==> config.mk <==
export PLATFORM = sky130hd
export DESIGN_NAME = stream_sum_accumulator
export DESIGN_NICKNAME = d
export VERILOG_FILES = /design/src/rtl/stream_sum_accumulator_pkg.sv /design/src/rtl/stream_sum_accumulator_adder.sv /design/src/rtl/stream_sum_accumulator.sv
export SDC_FILE = /design/constraint.sdc
export NUM_CORES = 1
export LEC_CHECK = 0
export BUFFER_PORTS_ARGS = -buffer_cell sky130_fd_sc_hd__buf_2
export CAP_MARGIN = 20
export CORE_MARGIN = 2
export CORE_UTILIZATION = 59
export DETAILED_ROUTE_END_ITERATION = 8
export GPL_TIMING_DRIVEN = 1
export MAX_ROUTING_LAYER = met4
export PLACE_DENSITY = 0.95
export REMOVE_ABC_BUFFERS = 1
export SLEW_MARGIN = 25
export SYNTH_ARGS = -nofsm -noshare
export SYNTH_HDL_FRONTEND = slang
export SYNTH_HIERARCHICAL = 1
export SYNTH_SLANG_ARGS = --single-unit
==> constraint.sdc <==
create_clock -name clk -period 6.45 [get_ports clk]
set_clock_uncertainty 0.15 [all_clocks]
set_input_delay 1.29 -clock clk [delete_from_list [all_inputs] [get_ports clk]]
set_output_delay 1.29 -clock clk [all_outputs]
set_load 0.05 [all_outputs]
==> src/rtl/stream_sum_accumulator_pkg.sv <==
// Shared types and defaults for the packet sum accumulator and its adder.
package stream_sum_accumulator_pkg;

   typedef enum logic [0:0] {
      ST_ACCUM = 1'b0,
      ST_DONE  = 1'b1
   } state_e;

   localparam int unsigned DEF_WIDTH     = 32;
   localparam int unsigned DEF_CNT_WIDTH = 8;
   localparam int unsigned CSA_BLOCK     = 8;

endpackage

==> src/rtl/stream_sum_accumulator_adder.sv <==
// Combinational carry-select adder: each block precomputes sums for both
// carry-in values and the rippling block carry picks one.
module carry_select_adder
   import stream_sum_accumulator_pkg::*;
#(
   parameter int unsigned WIDTH = DEF_WIDTH,
   parameter int unsigned BLOCK = CSA_BLOCK
) (
   input  logic [WIDTH-1:0] a,
   input  logic [WIDTH-1:0] b,
   input  logic             cin,
   output logic [WIDTH-1:0] sum,
   output logic             cout
);

   localparam int unsigned NBLK = (WIDTH + BLOCK - 1) / BLOCK;
   localparam int unsigned PW   = NBLK * BLOCK;

   logic [PW-1:0] a_pad;
   logic [PW-1:0] b_pad;
   logic [PW-1:0] s_pad;
   logic [NBLK:0] c;
   logic [PW:0]   s_full;

   // Zero padding keeps the carry out of bit WIDTH-1 visible at s_full[WIDTH].
   always_comb begin
      a_pad = '0;
      b_pad = '0;
      a_pad[WIDTH-1:0] = a;
      b_pad[WIDTH-1:0] = b;
   end

   assign c[0] = cin;

   for (genvar i = 0; i < NBLK; i++) begin : g_blk
      logic [BLOCK:0] s0;
      logic [BLOCK:0] s1;

      assign s0 = {1'b0, a_pad[i*BLOCK +: BLOCK]} + {1'b0, b_pad[i*BLOCK +: BLOCK]};
      assign s1 = {1'b0, a_pad[i*BLOCK +: BLOCK]} + {1'b0, b_pad[i*BLOCK +: BLOCK]}
                  + (BLOCK+1)'(1);

      assign s_pad[i*BLOCK +: BLOCK] = c[i] ? s1[BLOCK-1:0] : s0[BLOCK-1:0];
      assign c[i+1]                  = c[i] ? s1[BLOCK]     : s0[BLOCK];
   end

   assign s_full = {c[NBLK], s_pad};
   assign sum    = s_full[WIDTH-1:0];
   assign cout   = s_full[WIDTH];

endmodule

==> src/rtl/stream_sum_accumulator.sv <==
// Sums each valid/ready operand packet and holds the total, sticky carry flag
// and saturating beat count on a valid/ready result port until taken.
module stream_sum_accumulator
   import stream_sum_accumulator_pkg::*;
#(
   parameter int unsigned WIDTH     = DEF_WIDTH,
   parameter int unsigned CNT_WIDTH = DEF_CNT_WIDTH
) (
   input  logic                 clk,
   input  logic                 rst,
   input  logic                 clear,
   input  logic [WIDTH-1:0]     in_data,
   input  logic                 in_valid,
   input  logic                 in_last,
   output logic                 in_ready,
   output logic [WIDTH-1:0]     out_sum,
   output logic                 out_ovf,
   output logic [CNT_WIDTH-1:0] out_count,
   output logic                 out_valid,
   input  logic                 out_ready
);

   state_e               state_q, state_d;
   logic [WIDTH-1:0]     acc_q, acc_d;
   logic                 ovf_q, ovf_d;
   logic [CNT_WIDTH-1:0] cnt_q, cnt_d;

   logic [WIDTH-1:0]     add_sum;
   logic                 add_cout;
   logic                 beat;

   carry_select_adder #(
      .WIDTH (WIDTH)
   ) u_adder (
      .a    (acc_q),
      .b    (in_data),
      .cin  (1'b0),
      .sum  (add_sum),
      .cout (add_cout)
   );

   always_comb begin
      state_d   = state_q;
      acc_d     = acc_q;
      ovf_d     = ovf_q;
      cnt_d     = cnt_q;
      in_ready  = (state_q == ST_ACCUM);
      out_valid = (state_q == ST_DONE);
      beat      = in_valid && in_ready;

      case (state_q)
         ST_ACCUM: begin
            if (beat) begin
               acc_d = add_sum;
               ovf_d = ovf_q | add_cout;
               cnt_d = (cnt_q == '1) ? cnt_q : cnt_q + CNT_WIDTH'(1);
               if (in_last) begin
                  state_d = ST_DONE;
               end
            end
         end
         ST_DONE: begin
            if (out_ready) begin
               acc_d   = '0;
               ovf_d   = 1'b0;
               cnt_d   = '0;
               state_d = ST_ACCUM;
            end
         end
         default: begin
            state_d = ST_ACCUM;
         end
      endcase

      // Abort wins over any beat or result handshake in the same cycle.
      if (clear) begin
         acc_d   = '0;
         ovf_d   = 1'b0;
         cnt_d   = '0;
         state_d = ST_ACCUM;
      end
   end

   always_ff @(posedge clk) begin
      if (rst) begin
         state_q <= ST_ACCUM;
         acc_q   <= '0;
         ovf_q   <= 1'b0;
         cnt_q   <= '0;
      end else begin
         state_q <= state_d;
         acc_q   <= acc_d;
         ovf_q   <= ovf_d;
         cnt_q   <= cnt_d;
      end
   end

   assign out_sum   = acc_q;
   assign out_ovf   = ovf_q;
   assign out_count = cnt_q;

endmodule

# Word level (Yosys, flattened, before mapping)
# Index checks and enable logic that the tools add are counted.
[word_totals]
register_bits = 42
inputBits = 38
out_inout_bits = 43
[classes]
n_addsub = 8
n_eq_ne = 4
muxes = 20
bitwise = 2
reduce_logical = 4
[op_table]
columns = ["operator", "n"]
rows = [
  ["$mux W32", 2],
  ["$pmux W32 S2", 1],
  ["$mux W8", 6],
  ["$add A8 B8 Y9", 4],
  ["$add A9 B1 Y9 const B", 3],
  ["$pmux W8 S2", 1],
  ["$add A8 B1 Y8 const B", 1],
  ["$eq A8 B8 Y1 const B", 1],
  ["$mux W1", 8],
  ["$ne A2 B2 Y1 const B", 2],
  ["$pmux W1 S2", 2],
  ["$reduce_and A3 Y1", 1],
  ["$ne A2 B1 Y1 const B", 1],
  ["$reduce_and A2 Y1", 1],
  ["$reduce_or A2 Y1", 1],
  ["$logic_and A1 B1 Y1", 1],
  ["$not A1 Y1", 1],
  ["$or A1 B1 Y1", 1],
]

# Depth between registers and ports, before layout
[logic_depth]
ltp_word = 8
ltp_mapped = 14
depth_no_buf = 14

# Cells and area by module
# The synthesis kept the hierarchy.
[by_module_without_submodules]
columns = ["mod", "instances", "cells_per_inst", "area_per_inst_um2", "seq_area_each_um2"]
rows = [
  ["carry_select_adder", 1, 250, 1935.6, 0.0],
  ["stream_sum_accumulator", 1, 168, 1595.3, 840.8],
]

# Worst setup path after synthesis
# OpenSTA, ideal clock, no wires.
[synth_timing]
path_type = "input to register"
startpoint = "input in_data[8]"
endpoint = "register acc_q[25] (netlist: out_sum[25])"
t_arrival_ps = 4415
setup_slack_ps = 1757
cell_stages = 14
path_buffers = 0
path_cell_list = "ha_1 > fa_1 > a21o_1 > a21oi_1 > xnor2_1 > nand2_1 > a2111oi_0 > nand2_1 > or4_4 > a21o_4 > nand2_1 > mux2_1 > a22oi_1 > nor2_1"
[synth_via]
elab_chain_len = 7
[synth_lines]
columns = ["item", "line", "rtl"]
rows = [
  ["start: declaration", "stream_sum_accumulator.sv:12", "input logic [WIDTH-1:0] in_data,"],
  ["$add A8 B8 Y9 (*)", "stream_sum_accumulator_adder.sv:39, stream_sum_accumulator_adder.sv:40", ""],
  ["$add A9 B1 Y9", "stream_sum_accumulator_adder.sv:41", "+ (BLOCK+1)'(1);"],
  ["$mux W1 (*) (2 in a row)", "stream_sum_accumulator_adder.sv:44", "assign c[i+1] = c[i] ? s1[BLOCK] : s0[BLOCK];"],
  ["$mux W8 (*)", "stream_sum_accumulator_adder.sv:43", "assign s_pad[i*BLOCK +: BLOCK] = c[i] ? s1[BLOCK-1:0] : s0[BLOCK-1:0];"],
  ["via add_sum[25]", "stream_sum_accumulator.sv:28", "logic [WIDTH-1:0] add_sum;"],
  ["$mux W32 (*)", "stream_sum_accumulator.sv:53", "if (beat) begin"],
  ["$pmux W32 S2 (*)", "stream_sum_accumulator.sv:51", "case (state_q)"],
  ["end signal: assignment", "stream_sum_accumulator.sv:87", "acc_q <= '0;"],
  ["end signal: assignment", "stream_sum_accumulator.sv:92", "acc_q <= acc_d;"],
  ["end: declaration", "stream_sum_accumulator.sv:24", "logic [WIDTH-1:0] acc_q, acc_d;"],
]
# The timed path passes the listed nets; every way through them passes the cells marked *. The select of a mux whose other input is x is not followed.
# A chain may end at the register's enable or synchronous reset.

# Final worst setup path
# Ends and elaborated chain as after synthesis.

==> results.txt <==
DRT antenna net count - 0
Syn Inst Count - 418
Async SR Flop Fraction - 0
Post-Route WL - 8450 um
Setup ws final - 1.63 ns
Post-synth EDFFs - 0
Synth cell types - 62
Global-route wire length before repair - 13,600 um
Maxcap violations - 0
Core Box Area - 0.00585 mm2
Crit-path cells - buf_2, ha_1, fa_1, a21o_1, a21oi_1, xnor2_1, nand2_1, a2111oi_0, nand2_1, or4_4, a21o_4, nand2_1, mux2_1, a22oi_1, nor2_1
Post-CTS Setup Inserts - 0
Die H - 81.4 um
Crit path buf inv count - 1
Register area - 841 um2
Non-filler cells, final - 574
H-tree level count - 2
YS warnings - 6
Critical Path RT - 6.47 ns
Port Buffers - 80
Boundary pin count - 81
GPL Wtd Cong - 0.922
Synthesized flop and latch total - 42
Final design utilization - 0.699
Most frequent cell after synthesis - nor2_1
Clk sinks - 42
Antenna cells - 0
CP startpoint - in_data[8]
Synth cell count leaders - 54 x nor2_1, 42 x dfxtp_1, 37 x ha_1
Die ar. - 0.00662 mm2
Num rows - 28
Fin crit period - 4.82 ns
Peak Freq - 207 MHz
Synthesis-to-layout area growth - 15.9%
Crit Path Class - in2reg
Clk_lat worst skew - 0.31 ns
Flop2flop setup slack - 2.34 ns
CP endpoint kind - flop
Max stage delay on crit path - 0.53 ns
Final TNS setup - 0 ns
Slew headroom - 0.455
CTS max path bufs - 2
Seq/Total Area, Yosys - 0.238
Fill count - 494
PwrDens - 173 mW/mm2
Crit-path most repeated cell - nand2_1
Drt pass-1 iters - 5
CTS tree - done
Clock Root Buffer - clkbuf_8
Fraction of layout cells with a size suffix above 1 - 0.218
Drc violations - 0
Peak supply drop - 0.126 mV
Post-CTS sizing - 0
Largest net degree at the start of global routing - 42
Layout Nets - 577
Hold Vio Cnt, Final - 0
Multi-input logic area - 0.00259 mm2
Final Max Tran Viols - 0
Area share of the largest cell type after synthesis - 0.238
Final setup viols - 0
Hold_sp - out_count[1]
Worst hold path type - reg2reg
Kind of cell adding the most delay to the critical path - compound AO/OA/AOI/OAI gates
Initial DRC Count - 191
GR Overflow Total - 0
Setup WS pre-CTS - 1.33 ns
Synth top area cells - dfxtp_1 24%, ha_1 13%, xnor2_1 8.7%
Most used DFF post-synth - dfxtp_1
Via count - 3,488
Post-DP HPWL - 6250 um
RSZ-0062 raised after global routing - false
Inserted Clock Buffers - 5
Mapped Area - 0.00353 mm2
Total track usage - 0.262
WL per Instance - 14.7 um
Reg2Reg Launch Point - out_sum[8]
Post-Place Cells - 566
Crit path max fanout - 8
LEAKAGE - 0.00189 uW
Initial antenna violation count - 0
Final period util - 0.748
Die W - 81.4 um
Reg clk slew, reported paths - 0.09 ns
Vias per cell - 6.08
Post-CTS Hold Fix Bufs - 0
Vias in the first global route - 3,225
Effective utilization at floorplan - 0.604
Yosys top cell by area - dfxtp_1
Syn Area/Cell - 8.45 um2
Startpoint Class - primary input
Status - complete, no violations
Worst Max-Slew Pin Slew - 0.818 ns
CP arrival - 4.85 ns
Slowest-stage cell, CP - or4_4
==> power breakdown <==
group	leakage (uW)	internal (uW)	total [uW]	switching (uW)
clock network	0.0000441	76.2	175	99.2
registers	0.000341	269	279	9.88
logic	0.00150	98.7	255	157
total	0.00189	444	710	266
==> metal layers <==
layer  up-vias  wire length, um  global-route usage
li1       1693                -                   -
met1      1646             3640               0.301
met2       129             4170               0.472
met3        20              538              0.0422
met4         0              104              0.0678
met5         -                0                   -
==> layout make-up <==
type | instances | share of cell area
clock inverters | 3 | 0.00520
clock buffers | 5 | 0.0168
multi-input cells | 351 | 0.633
well taps | 75 | 0.0229
inverters | 16 | 0.0147
repair buffers | 82 | 0.102
flip-flops and latches | 42 | 0.206
==> path summary, 6_finish.rpt <==
path | depth (start not counted) | endpoint
hold / removal | 2 | out_count[1]
setup / recovery | 15 | out_sum[25]
hold reg to reg | 2 | out_count[1]
setup reg to reg | 14 | out_sum[25]
==> worst register-to-register path, cell delays in order, from the launching register on <==
cell and delay [ns]:
dfxtp_1 0.34, ha_1 0.22, fa_1 0.42, a21o_1 0.19, a21oi_1 0.24, xnor2_1 0.19
nand2_1 0.13, a2111oi_0 0.47, nand2_1 0.17, or4_4 0.53, a21o_4 0.26, nand2_1 0.12
mux2_1 0.33, a22oi_1 0.17, nor2_1 0.05
==> flip-flops by register name, indices dropped and copies added (netlist names) <==
| signal | cells |
|---|---|
| out_ovf | 1 |
| out_valid | 1 |
| out_count | 8 |
| out_sum | 32 |
==> per-stage QoR <==
| stage | hold slack [ns] | power (uW) | instance area, um2 |
|---|---|---|---|
| CTS | 0.368 | 710 | 4090 |
| global placement | 0.330 | 526 | 4000 |
| floorplan | 0.544 | 478 | 3490 |
| detailed placement | 0.355 | 536 | 4000 |
| finish | 0.367 | 710 | 4090 |
| global route | 0.411 | 747 | 4090 |
==> cells by family (layout without fill, tap and decap cells) <==
logic type	Yosys count	after routing	synth area share
compound gates	117	117	0.241
xor+xnor	50	50	0.128
fa+ha+maj	41	41	0.154
buf+inv	29	106	0.0330
flops	42	42	0.238
mux	5	5	0.0156
other cells	1	5	0.00106
simple gates	133	133	0.190
==> placed cells by master (no fill, tap or decap), drive strengths merged, types with 3 or more instances in the layout <==
| master | n |
|---|---|
| o21bai | 4 |
| and3 | 10 |
| dfxtp | 42 |
| xor2 | 14 |
| fa | 4 |
| and2 | 3 |
| a31oi | 3 |
| xnor2 | 36 |
| ha | 37 |
| nor3 | 4 |
| nand3 | 17 |
| o211ai | 5 |
| a211oi | 7 |
| nand4 | 5 |
| inv | 16 |
| o41ai | 6 |
| buf | 82 |
| mux2 | 4 |
| a22oi | 32 |
| clkbuf | 5 |
| nor2 | 54 |
| o21ai | 12 |
| a21o | 8 |
| conb | 5 |
| a21oi | 26 |
| nand2 | 23 |
(Power assumes the default switching activity.)
